<file path="src/rtl/l2_arb_pkg.sv">
// l2_arb_pkg: shared FSM state encoding and read/write constants for the L2 port arbiter
package l2_arb_pkg;
    typedef enum logic [1:0] {IDLE, ISSUE, ISSUE_LOCKED, LOCKED} state_e;
    localparam logic RW_READ  = 1'b0;
    localparam logic RW_WRITE = 1'b1;
endpackage

</file>
<file path="src/rtl/l2_port_arbiter_if.sv">
// l2_port_arbiter_if: bundle of requester-side and L2-side signals of the L2 port arbiter
//   master: arbiter view (drives req_ack, resp_*, l2_* request, err)
//   slave:  environment view (requesters + L2 model)
interface l2_port_arbiter_if #(
    parameter int NUM_REQ = 2,
    parameter int ADDR_W  = 32,
    parameter int LINE_W  = 128
);
    logic [NUM_REQ-1:0]        req_valid;
    logic [NUM_REQ-1:0]        req_rw;
    logic [NUM_REQ-1:0]        req_lock;
    logic [NUM_REQ*ADDR_W-1:0] req_addr;
    logic [NUM_REQ*LINE_W-1:0] req_wdata;
    logic [NUM_REQ-1:0]        req_ack;
    logic [NUM_REQ-1:0]        resp_done;
    logic [LINE_W-1:0]         resp_rdata;
    logic                      l2_valid;
    logic                      l2_rw;
    logic [ADDR_W-1:0]         l2_addr;
    logic [LINE_W-1:0]         l2_wdata;
    logic                      l2_stall;
    logic                      l2_done;
    logic [LINE_W-1:0]         l2_rdata;
    logic                      err;
    modport master (
        input  req_valid, req_rw, req_lock, req_addr, req_wdata, l2_stall, l2_done, l2_rdata,
        output req_ack, resp_done, resp_rdata, l2_valid, l2_rw, l2_addr, l2_wdata, err
    );
    modport slave (
        output req_valid, req_rw, req_lock, req_addr, req_wdata, l2_stall, l2_done, l2_rdata,
        input  req_ack, resp_done, resp_rdata, l2_valid, l2_rw, l2_addr, l2_wdata, err
    );
endinterface

</file>
<file path="src/rtl/l2_arb_owner_fifo.sv">
// l2_arb_owner_fifo: in-order FIFO of requester ids for outstanding L2 reads
//   push_i/id_i: enqueue id; pop_i: dequeue head; full_o/empty_o: status; head_o: oldest id
module l2_arb_owner_fifo #(
    parameter int DEPTH = 4,
    parameter int W     = 1
) (
    input  logic         clock,
    input  logic         reset,
    input  logic         push_i,
    input  logic [W-1:0] id_i,
    input  logic         pop_i,
    output logic         full_o,
    output logic         empty_o,
    output logic [W-1:0] head_o
);
    localparam int AW = (DEPTH > 1) ? $clog2(DEPTH) : 1;
    localparam int CW = $clog2(DEPTH + 1);
    logic [W-1:0]  mem_q [DEPTH];
    logic [AW-1:0] wp_q, wp_d, rp_q, rp_d;
    logic [CW-1:0] cnt_q, cnt_d;
    assign full_o  = cnt_q == CW'(DEPTH);
    assign empty_o = cnt_q == '0;
    assign head_o  = mem_q[rp_q];
    always_comb begin
        wp_d  = push_i ? ((wp_q == AW'(DEPTH - 1)) ? '0 : wp_q + 1'b1) : wp_q;
        rp_d  = pop_i ? ((rp_q == AW'(DEPTH - 1)) ? '0 : rp_q + 1'b1) : rp_q;
        cnt_d = cnt_q + CW'(push_i) - CW'(pop_i);
    end
    always_ff @(posedge clock) begin
        if (reset) begin
            wp_q  <= '0;
            rp_q  <= '0;
            cnt_q <= '0;
        end else begin
            wp_q  <= wp_d;
            rp_q  <= rp_d;
            cnt_q <= cnt_d;
        end
    end
    always_ff @(posedge clock) begin
        if (push_i) mem_q[wp_q] <= id_i;
    end
endmodule

</file>
<file path="src/rtl/l2_port_arbiter.sv">
// l2_port_arbiter: round-robin, lockable sharing of one L2 request port among NUM_REQ L1 controllers
//   clock/reset: sync active-high reset
//   bus (master): req_* from requesters, req_ack one-hot combinational, resp_* read completions,
//                 l2_* single-entry request register toward L2, l2_stall/l2_done/l2_rdata from L2, err sticky
module l2_port_arbiter
    import l2_arb_pkg::*;
#(
    parameter int NUM_REQ = 2,
    parameter int ADDR_W  = 32,
    parameter int LINE_W  = 128,
    parameter int MAX_OUT = 4
) (
    input  logic clock,
    input  logic reset,
    l2_port_arbiter_if.master bus
);
    localparam int ID_W = (NUM_REQ > 2) ? $clog2(NUM_REQ) : 1;
    state_e              state_q, state_d;
    logic [ID_W-1:0]     rr_ptr_q, rr_ptr_d, owner_q, owner_d, win, head;
    logic [ID_W:0]       idx;
    logic                rw_q, rw_d;
    logic [ADDR_W-1:0]   addr_q, addr_d;
    logic [LINE_W-1:0]   wdata_q, wdata_d;
    logic [NUM_REQ-1:0]  resp_done_q, resp_done_d;
    logic [LINE_W-1:0]   resp_rdata_q, resp_rdata_d;
    logic                err_q, err_d;
    logic [NUM_REQ-1:0]  elig, rot;
    logic [ADDR_W-1:0]   addr_a  [NUM_REQ];
    logic [LINE_W-1:0]   wdata_a [NUM_REQ];
    logic                full_out, locked, cap_en, cap, win_lock, full_d, locked_d;
    logic                fifo_full, fifo_empty, push, pop;
    assign full_out = state_q == ISSUE || state_q == ISSUE_LOCKED;
    assign locked   = state_q == ISSUE_LOCKED || state_q == LOCKED;
    assign cap_en   = ~full_out | ~bus.l2_stall;
    // Reads need a free owner slot; a pop in the same cycle does not free one.
    always_comb begin
        for (int i = 0; i < NUM_REQ; i++) begin
            elig[i]    = bus.req_valid[i] & cap_en & (~locked | owner_q == ID_W'(i))
                       & (bus.req_rw[i] == RW_WRITE | ~fifo_full);
            addr_a[i]  = bus.req_addr[i*ADDR_W +: ADDR_W];
            wdata_a[i] = bus.req_wdata[i*LINE_W +: LINE_W];
        end
    end
    // Rotate so bit 0 is the requester at rr_ptr, then take the first set bit.
    assign rot = NUM_REQ'({elig, elig} >> rr_ptr_q);
    always_comb begin
        cap = 1'b0;
        idx = '0;
        for (int k = 0; k < NUM_REQ; k++) begin
            if (!cap && rot[k]) begin
                cap = 1'b1;
                idx = {1'b0, rr_ptr_q} + (ID_W+1)'(k);
            end
        end
        win = ID_W'((idx >= (ID_W+1)'(NUM_REQ)) ? idx - (ID_W+1)'(NUM_REQ) : idx);
    end
    assign win_lock = bus.req_lock[win];
    assign push     = cap & (bus.req_rw[win] == RW_READ);
    assign pop      = bus.l2_done & ~fifo_empty;
    always_comb begin
        full_d       = cap | (full_out & bus.l2_stall);
        locked_d     = cap ? win_lock : locked;
        state_d      = full_d ? (locked_d ? ISSUE_LOCKED : ISSUE) : (locked_d ? LOCKED : IDLE);
        rr_ptr_d     = (cap & ~win_lock) ? ((win == ID_W'(NUM_REQ - 1)) ? '0 : win + 1'b1) : rr_ptr_q;
        owner_d      = (cap & win_lock) ? win : owner_q;
        rw_d         = cap ? bus.req_rw[win] : rw_q;
        addr_d       = cap ? addr_a[win] : addr_q;
        wdata_d      = cap ? wdata_a[win] : wdata_q;
        resp_done_d  = pop ? NUM_REQ'(1) << head : '0;
        resp_rdata_d = pop ? bus.l2_rdata : resp_rdata_q;
        err_d        = err_q | (bus.l2_done & fifo_empty);
    end
    always_ff @(posedge clock) begin
        if (reset) begin
            state_q      <= IDLE;
            rr_ptr_q     <= '0;
            owner_q      <= '0;
            rw_q         <= 1'b0;
            addr_q       <= '0;
            wdata_q      <= '0;
            resp_done_q  <= '0;
            resp_rdata_q <= '0;
            err_q        <= 1'b0;
        end else begin
            state_q      <= state_d;
            rr_ptr_q     <= rr_ptr_d;
            owner_q      <= owner_d;
            rw_q         <= rw_d;
            addr_q       <= addr_d;
            wdata_q      <= wdata_d;
            resp_done_q  <= resp_done_d;
            resp_rdata_q <= resp_rdata_d;
            err_q        <= err_d;
        end
    end
    l2_arb_owner_fifo #(.DEPTH(MAX_OUT), .W(ID_W)) u_owner_fifo (
        .clock   (clock),
        .reset   (reset),
        .push_i  (push),
        .id_i    (win),
        .pop_i   (pop),
        .full_o  (fifo_full),
        .empty_o (fifo_empty),
        .head_o  (head)
    );
    assign bus.req_ack    = cap ? NUM_REQ'(1) << win : '0;
    assign bus.resp_done  = resp_done_q;
    assign bus.resp_rdata = resp_rdata_q;
    assign bus.l2_valid   = full_out;
    assign bus.l2_rw      = rw_q;
    assign bus.l2_addr    = addr_q;
    assign bus.l2_wdata   = wdata_q;
    assign bus.err        = err_q;
endmodule

</file>
<file path="src/flat_wrapper.sv">
// flat-port wrapper written by rule: the top's interface ports become plain ports
module l2_port_arbiter_flat import l2_arb_pkg::*;
#(
    parameter int NUM_REQ = 2,
    parameter int ADDR_W  = 32,
    parameter int LINE_W  = 128,
    parameter int MAX_OUT = 4
)
  (clock, reset, bus_req_valid, bus_req_rw, bus_req_lock, bus_req_addr, bus_req_wdata, bus_l2_stall, bus_l2_done, bus_l2_rdata, bus_req_ack, bus_resp_done, bus_resp_rdata, bus_l2_valid, bus_l2_rw, bus_l2_addr, bus_l2_wdata, bus_err);
  l2_port_arbiter_if #(.NUM_REQ(NUM_REQ), .ADDR_W(ADDR_W), .LINE_W(LINE_W)) bus_i ();
  input  logic clock;
  input  logic reset;
  input wire logic [$bits(bus_i.req_valid)-1:0] bus_req_valid;
  input wire logic [$bits(bus_i.req_rw)-1:0] bus_req_rw;
  input wire logic [$bits(bus_i.req_lock)-1:0] bus_req_lock;
  input wire logic [$bits(bus_i.req_addr)-1:0] bus_req_addr;
  input wire logic [$bits(bus_i.req_wdata)-1:0] bus_req_wdata;
  input wire logic [$bits(bus_i.l2_stall)-1:0] bus_l2_stall;
  input wire logic [$bits(bus_i.l2_done)-1:0] bus_l2_done;
  input wire logic [$bits(bus_i.l2_rdata)-1:0] bus_l2_rdata;
  output wire logic [$bits(bus_i.req_ack)-1:0] bus_req_ack;
  output wire logic [$bits(bus_i.resp_done)-1:0] bus_resp_done;
  output wire logic [$bits(bus_i.resp_rdata)-1:0] bus_resp_rdata;
  output wire logic [$bits(bus_i.l2_valid)-1:0] bus_l2_valid;
  output wire logic [$bits(bus_i.l2_rw)-1:0] bus_l2_rw;
  output wire logic [$bits(bus_i.l2_addr)-1:0] bus_l2_addr;
  output wire logic [$bits(bus_i.l2_wdata)-1:0] bus_l2_wdata;
  output wire logic [$bits(bus_i.err)-1:0] bus_err;
  assign bus_i.req_valid = bus_req_valid;
  assign bus_i.req_rw = bus_req_rw;
  assign bus_i.req_lock = bus_req_lock;
  assign bus_i.req_addr = bus_req_addr;
  assign bus_i.req_wdata = bus_req_wdata;
  assign bus_i.l2_stall = bus_l2_stall;
  assign bus_i.l2_done = bus_l2_done;
  assign bus_i.l2_rdata = bus_l2_rdata;
  assign bus_req_ack = bus_i.req_ack;
  assign bus_resp_done = bus_i.resp_done;
  assign bus_resp_rdata = bus_i.resp_rdata;
  assign bus_l2_valid = bus_i.l2_valid;
  assign bus_l2_rw = bus_i.l2_rw;
  assign bus_l2_addr = bus_i.l2_addr;
  assign bus_l2_wdata = bus_i.l2_wdata;
  assign bus_err = bus_i.err;
  l2_port_arbiter #(.NUM_REQ(NUM_REQ), .ADDR_W(ADDR_W), .LINE_W(LINE_W), .MAX_OUT(MAX_OUT)) u_core (.clock(clock), .reset(reset), .bus(bus_i));
endmodule
</file>
<file path="config.mk">
export PLATFORM = sky130hd
export DESIGN_NAME = l2_port_arbiter_flat
export DESIGN_NICKNAME = d
export VERILOG_FILES = /design/src/rtl/l2_arb_pkg.sv /design/src/rtl/l2_port_arbiter_if.sv /design/src/rtl/l2_arb_owner_fifo.sv /design/src/rtl/l2_port_arbiter.sv /design/src/flat_wrapper.sv
export SDC_FILE = /design/constraint.sdc
export NUM_CORES = 1
export LEC_CHECK = 0
export CELL_PAD_IN_SITES_DETAIL_PLACEMENT = 0
export CELL_PAD_IN_SITES_GLOBAL_PLACEMENT = 2
export CORE_AREA = 2 2 294 296
export DETAILED_ROUTE_END_ITERATION = 8
export DIE_AREA = 0 0 296 298
export PLACE_DENSITY_LB_ADDON = 0.1
export SKIP_LAST_GASP = 1
export SLEW_MARGIN = 20
export SYNTH_ARGS = -nofsm -noshare
export SYNTH_HDL_FRONTEND = slang
export SYNTH_SLANG_ARGS = --single-unit
</file>
<file path="constraint.sdc">
create_clock -name clock -period 7.5 [get_ports clock]
set_input_delay 0.75 -clock clock [delete_from_list [all_inputs] [get_ports clock]]
set_output_delay 0.75 -clock clock [all_outputs]
set_load 0.01 [all_outputs]
</file>
Word level (Yosys, flattened, before mapping)
Memory sizes are Yosys's and may differ from the RTL's. A register that Yosys moved wholly into a read port is not among the register bits.
Index checks and enable logic that the tools add are counted.
{"block": "word_totals", "inputBits": 458, "mem_count": 1, "reg_bits": 303, "word_cells": 94, "mem_bits_rw": 4, "output_inout_bits": 295}
{"name": "u_core.u_owner_fifo.mem_q", "words": 4, "word_bits": 1, "read_ports": 1, "rd_clocked_by_memory_dff": 1, "wr": 1, "line_no": "l2_arb_owner_fifo.sv:18", "text": "logic [W-1:0] mem_q [DEPTH];"}
{"block": "classes", "bitwise_logic": 29, "magnitude_cmp": 3, "reduce_logical": 6, "n_addsub": 7, "shift": 3, "mux": 27, "n_eq_ne": 6}
{"cell": "$mux 128", "count": 3}
{"cell": "$mux 32", "count": 3}
{"cell": "$mux 2", "count": 9}
{"cell": "$and 1x1->1", "count": 12}
{"cell": "$mux 1", "count": 12}
{"cell": "$not 1->1", "count": 9}
{"cell": "$eq 2x2->1 const B", "count": 4}
{"cell": "$or 1x1->1", "count": 7}
{"cell": "$add 2x1->2 const B", "count": 2}
{"cell": "$ge 2x2->1 const B", "count": 2}
{"cell": "$shl 1x1->2 const A", "count": 2}
{"cell": "$shr 4x1->2", "count": 1}
{"cell": "$add 3x1->3", "count": 1}
{"cell": "$eq 3x3->1 const B", "count": 1}
{"cell": "$logic_not 3->1", "count": 1}
{"cell": "$sub 3x1->3", "count": 1}
{"cell": "$add 1x1->2 const B", "count": 1}
{"cell": "$eq 2x1->1 const B", "count": 1}
{"cell": "$logic_or 1x1->1", "count": 2}
{"cell": "$lt 1x2->1 const B", "count": 1}
{"cell": "$not 1->2", "count": 1}
{"cell": "$reduce_or 2->1", "count": 1}
{"cell": "$add 1x1->1 const B", "count": 1}
{"cell": "$logic_and 1x1->1", "count": 1}
{"cell": "other kinds (2)", "count": 2}

Longest topological paths before layout
{"block": "depth", "word_depth": 20, "depth_mapped": 13, "depth_no_buf": 13}

By module
A second synthesis with hierarchy kept.
{"block": "hier_totals", "cells_unflattened": 1555, "hier_area_um2": 12707.2}
{"module": "l2_port_arbiter", "seq_area_each_um2": 5925.7, "area_per_inst_um2": 12106.6, "cells_per_inst": 1507, "n_inst": 1}
{"module": "l2_arb_owner_fifo", "seq_area_each_um2": 300.3, "area_per_inst_um2": 600.6, "cells_per_inst": 48, "n_inst": 1}

Least setup slack after synthesis
No wires, ideal clock.
{"block": "synth_path", "path_kind": "input port to flip-flop", "startpoint": "in bus_req_valid[0]", "endpoint": "reg u_core.u_owner_fifo.cnt_q[2]", "t_required_ns": 7.372, "arrival_time_ns": 2.747, "n_path_buf": 0, "setup_time_ns": 0.128, "path_slack_ns": 4.625, "stages": 11, "path_cell_list": "inv_1 > or4_1 > o32a_1 > nor2_1 > inv_1 > ha_1 > inv_1 > ha_1 > fa_1 > xnor2_1 > nor2_1"}
{"block": "synth_between", "elab_chain_len": 16, "word_cells_on_any_way": 19, "cone_classes": "add/sub: 3; order compare: 1; shift: 1; mux: 7; bitwise: 5; reduce/logical: 2"}
{"element": "from (decl)", "line_no": "flat_wrapper.sv:13", "text": "input wire logic [$bits(bus_i.req_valid)-1:0] bus_req_valid;"}
{"element": "$and 1x1->1 (*) (2 in series)", "line_no": "l2_port_arbiter.sv:38", "text": "elig[i] = bus.req_valid[i] & cap_en & (~locked | owner_q == ID_W'(i))"}
{"element": "$and 1x1->1 (*)", "line_no": "l2_port_arbiter.sv:39", "text": "& (bus.req_rw[i] == RW_WRITE | ~fifo_full);"}
{"element": "$shr 4x1->2 (*)", "line_no": "l2_port_arbiter.sv:45", "text": "assign rot = NUM_REQ'({elig, elig} >> rr_ptr_q);"}
{"element": "$mux 1", "line_no": "l2_port_arbiter.sv:50", "text": "if (!cap && rot[k]) begin"}
{"element": "$logic_not 1->1", "line_no": "l2_port_arbiter.sv:50"}
{"element": "$logic_and 1x1->1", "line_no": "l2_port_arbiter.sv:50"}
{"element": "$mux 2", "line_no": "l2_port_arbiter.sv:50"}
{"element": "$ge 2x2->1 / $sub 1x1->1 (equally long branches)", "line_no": "l2_port_arbiter.sv:55", "text": "win = ID_W'((idx >= (ID_W+1)'(NUM_REQ)) ? idx - (ID_W+1)'(NUM_REQ) : idx);"}
{"element": "$mux 1", "line_no": "l2_port_arbiter.sv:55"}
{"element": "$mux 1 (not written as such) (2 in series)", "line_no": "l2_port_arbiter.sv:58", "text": "assign push = cap & (bus.req_rw[win] == RW_READ);"}
{"element": "$not 1->1", "line_no": "l2_port_arbiter.sv:58"}
{"element": "$and 1x1->1 (*)", "line_no": "l2_port_arbiter.sv:58"}
{"element": "$add 3x1->3 (*)", "line_no": "l2_arb_owner_fifo.sv:27", "text": "cnt_d = cnt_q + CW'(push_i) - CW'(pop_i);"}
{"element": "$sub 3x1->3 (*)", "line_no": "l2_arb_owner_fifo.sv:27"}
{"element": "to (signal assigned)", "line_no": "l2_arb_owner_fifo.sv:37", "text": "cnt_q <= cnt_d;"}
{"element": "to (decl)", "line_no": "l2_arb_owner_fifo.sv:20", "text": "logic [CW-1:0] cnt_q, cnt_d;"}
Every way passes the cells marked *; elsewhere a longest branch is shown, timed or not. The select of a mux whose other input is x is not followed.
A chain may end at the register's enable or synchronous reset.

Worst setup path in the final report
{"block": "layout_path", "startpoint": "in bus_req_rw[0]", "endpoint": "out bus_req_ack[0]"}
{"block": "layout_between", "elab_chain_len": 11, "word_cells_on_any_way": 14, "cone_classes": "add/sub: 1; order compare: 1; shift: 2; mux: 6; bitwise: 2; reduce/logical: 2"}
{"element": "from (decl)", "line_no": "flat_wrapper.sv:14", "text": "input wire logic [$bits(bus_i.req_rw)-1:0] bus_req_rw;"}
{"element": "$or 1x1->1 (*)", "line_no": "l2_port_arbiter.sv:39"}
{"element": "$and 1x1->1 (*)", "line_no": "l2_port_arbiter.sv:39"}
{"element": "$shr 4x1->2 (*)", "line_no": "l2_port_arbiter.sv:45"}
{"element": "$mux 1", "line_no": "l2_port_arbiter.sv:50"}
{"element": "$logic_not 1->1", "line_no": "l2_port_arbiter.sv:50"}
{"element": "$logic_and 1x1->1", "line_no": "l2_port_arbiter.sv:50"}
{"element": "$mux 2", "line_no": "l2_port_arbiter.sv:50"}
{"element": "$ge 2x2->1 / $sub 1x1->1 (equally long branches)", "line_no": "l2_port_arbiter.sv:55"}
{"element": "$mux 1", "line_no": "l2_port_arbiter.sv:55"}
{"element": "$shl 1x1->2", "line_no": "l2_port_arbiter.sv:106", "text": "assign bus.req_ack = cap ? NUM_REQ'(1) << win : '0;"}
{"element": "$mux 2 (*)", "line_no": "l2_port_arbiter.sv:106"}
{"element": "to (decl)", "line_no": "flat_wrapper.sv:21", "text": "output wire logic [$bits(bus_i.req_ack)-1:0] bus_req_ack;"}
Every way passes the cells marked *; elsewhere a longest branch is shown, timed or not.

==> reports/results.txt <==
status - complete, no violations
DR DRC count - 0
Vias/cell - 3.97
total die area - 0.0882 sq mm
Req. time, crit path - 6750 ps
slew at the pin closest to its max-slew limit - 1060 ps
area leader, netlist - dfxtp_1
hpwl dp - 51.6 mm
critical path class - primary input to output port
GRT Residual Overflow - 0
EDFF count, synth - 4
Sw Ratio - 37.2%
met1 Track Usage GR - 16.0%
total CTS buffers - 45
Cell Area, Synth - 0.0130 sq mm
initial antenna violation count - 33
CTS tree - done
register area share after synthesis - 47.8%
Initial Utilization - 15.3%
gr usage total - 15.5%
fin crit period - 3940 ps
most frequent cells after synthesis - nand2_1 (580), dfxtp_1 (305), nor2_1 (166), a21oi_1 (134), a311oi_2 (117)
Die Ht - 298 um
GR Util met3 - 7.03%
H-Tree Level Count - 2
setup ws final - 3560 ps
unrepaired setup endpoints after global routing - no
leak pwr - 8.30 nW
CP max stage delay - 510 ps
met2 usage - 28.1%
routed vias - 13,600
largest net degree at the start of global routing - 196
Fin. Hold Viols - 0
Worst path most repeated cell - clkdlybuf4s50_1
YS warnings - 0
CTS clk-pin slew, worst paths - 50 ps
layout cells sized above 1 - 9.05%
Clk pwr share - 27.8%
Buffers on Ports - 752
crit path launch type - primary input
CP Cell Sequence - clkdlybuf4s50_1 > or4b_1 > and4_4 > a21o_4 > inv_6 > nor2_1 > clkdlybuf4s50_1
f_max - 0.254 GHz
pwr dens - 335 mW/mm^2
hold crit path type - flop to flop
syn avg cell area - 8.36 sq um
Distinct cells, synth - 44
Fin Clk Skew - 28.8 ps
die width - 296 um
Max Cap Viol - 0
dominant synthesized flop cell - dfxtp_1
slowest CP cell - or4b_1
crit-path max FO - 45
Setup WS pre-CTS - 2850 ps
Psw - 2.87 mW
TritonCTS Sinks - 309
Post-CTS Hold Fix Bufs - 0
first-pass GRT wire length - 99.8 mm
Slew Limit Fails - 0
routed wire length - 71.3 mm
GR peak layer - met2
Worst-Skew Late Latency - 590 ps
Nets - 2,703
Ports - 753
Post-CTS Setup Repair Bufs - 0
Seq cells post-synth - 309
Rel. slew slack - 29.1%
internal power - 4.84 mW
Async SR Flop Fraction - 0%
Gates resized, CTS repair - 0
drt wl/cell - 20.8 um
peak supply drop - 0.000168 V
cell count after synthesis - 1,557
core area - 0.0849 sq mm
Row Count - 107
CTS max path bufs - 3
crit path DAT - 3190 ps
Initial DRC Count - 441
fill cell count - 9,187
TNS Setup - 0 ps
WHS - 451 ps
Gate power share - 42.0%
drt first pass iters - 5
synthesis-to-layout area growth - 76.7%
share of the synthesized area in the top cell type - 46.9%
endpoints failing setup - 0
Worst setup EP type - output port
Synth area leaders - dfxtp_1 (47%), nand2_1 (17%), a311oi_2 (13%), a21oi_1 (5.1%), nor2_1 (4.8%)
gpl congestion - 0.773
syn_nets - 2,025
CTS Root Cell - clkbuf_16
Post-DRT Antenna Nets - 0
share of power burned in registers - 30.2%
most frequent cell after synthesis - nand2_1
vias in the first global route - 13,900
final period utilization - 52.6%
==> cell families after synthesis <==
family | after synthesis | share of synthesized area, %
simple gates | 777 | 23.0
compound gates | 309 | 22.4
flops | 309 | 47.8
buf+inv | 149 | 5.44
fa+ha+maj | 10 | 1.02
xor+xnor | 2 | 0.135
mux | 1 | 0.173
==> power by group through the flow <==
stage / Sequential (mW) / Combinational (mW) / Clock (mW)
after floorplan: 2.53 / 1.48 / 0
after global placement: 2.35 / 3.32 / 0
after detailed placement: 2.35 / 3.32 / 0
after CTS: 2.33 / 3.34 / 2.24
after global routing: 2.39 / 3.56 / 2.30
final: 2.33 / 3.24 / 2.14
==> state kept, by name, summed over array words and instances, names as in the netlist, named ones only <==
name                       count
u_core.owner_q                 1
u_core.rr_ptr_q                1
u_core.state_q                 2
u_core.u_owner_fifo.rp_q       2
u_core.bus.l2_wdata          128
u_core.u_owner_fifo.wp_q       2
u_core.bus.l2_rw               1
u_core.bus.l2_addr            32
u_core.u_owner_fifo.mem_q      4
u_core.bus.resp_rdata        128
u_core.bus.err                 1
u_core.bus.resp_done           2
u_core.u_owner_fifo.cnt_q      3
==> stage by stage <==
stage          utilization [%]  std cells  total power, mW  instance area, sq um
2_1_floorplan                -       1557             4.01                 13000
3_3_place_gp              25.3       3330             5.67                 21500
3_5_place_dp              25.3       3330             5.68                 21500
5_1_grt                   27.1       3414             8.24                 23000
6_report                  27.1       3422             7.71                 23000
4_1_cts                   27.0       3407             7.91                 22900
==> final cells by class <==
class                   instances  area (sq um)  area share (%)
well taps                    1144          1430            6.22
multi-input cells            1099          6110            26.6
diodes                         13          32.5           0.141
flip-flops and latches        309          6230            27.1
repair buffers                765          7690            33.4
inverters                      15          63.8           0.277
clock buffers                  70          1370            5.95
clock inverters                 7          86.3           0.375
==> layout by cell type (no fill, tap or decap), types with 5 or more instances in the layout <==
cell type	Yosys	layout
nor2_1	166	166
clkbuf_8	0	15
inv_1	13	13
and3_1	5	5
buf_4	0	9
dfxtp_1	305	305
nand2_1	580	579
nor3_1	6	6
clkdlybuf4s50_1	0	751
a311oi_2	117	117
a21oi_1	134	134
a311oi_1	43	43
clkbuf_1	102	10
diode_2	0	13
ha_1	9	9
clkbuf_16	0	45
==> critical path, delay by kind of cell <==
kind                   cells  cell delay (ps)
AOI/OAI and AO/OA          1              240
buffers and inverters      3             1260
and+or+nand+nor            3              890
==> per-layer routing <==
layer	vias up	routed length, um
met3	116	7250
li1	6645	-
met5	-	263
met1	6307	26000
met4	40	1570
met2	477	36300
==> path summary, 6_finish.rpt <==
kind                        startpoint                        end  slack, ps  cells after the start
min reg2reg  u_core.bus.resp_rdata[91]  u_core.bus.resp_rdata[91]        450                      2
max reg2reg          u_core.state_q[0]   u_core.bus.l2_wdata[110]       4180                      8
max                      bus_req_rw[0]             bus_req_ack[0]       3560                      7
min          u_core.bus.resp_rdata[91]  u_core.bus.resp_rdata[91]        450                      2
Note: power is estimated with default switching activity, not from simulation.
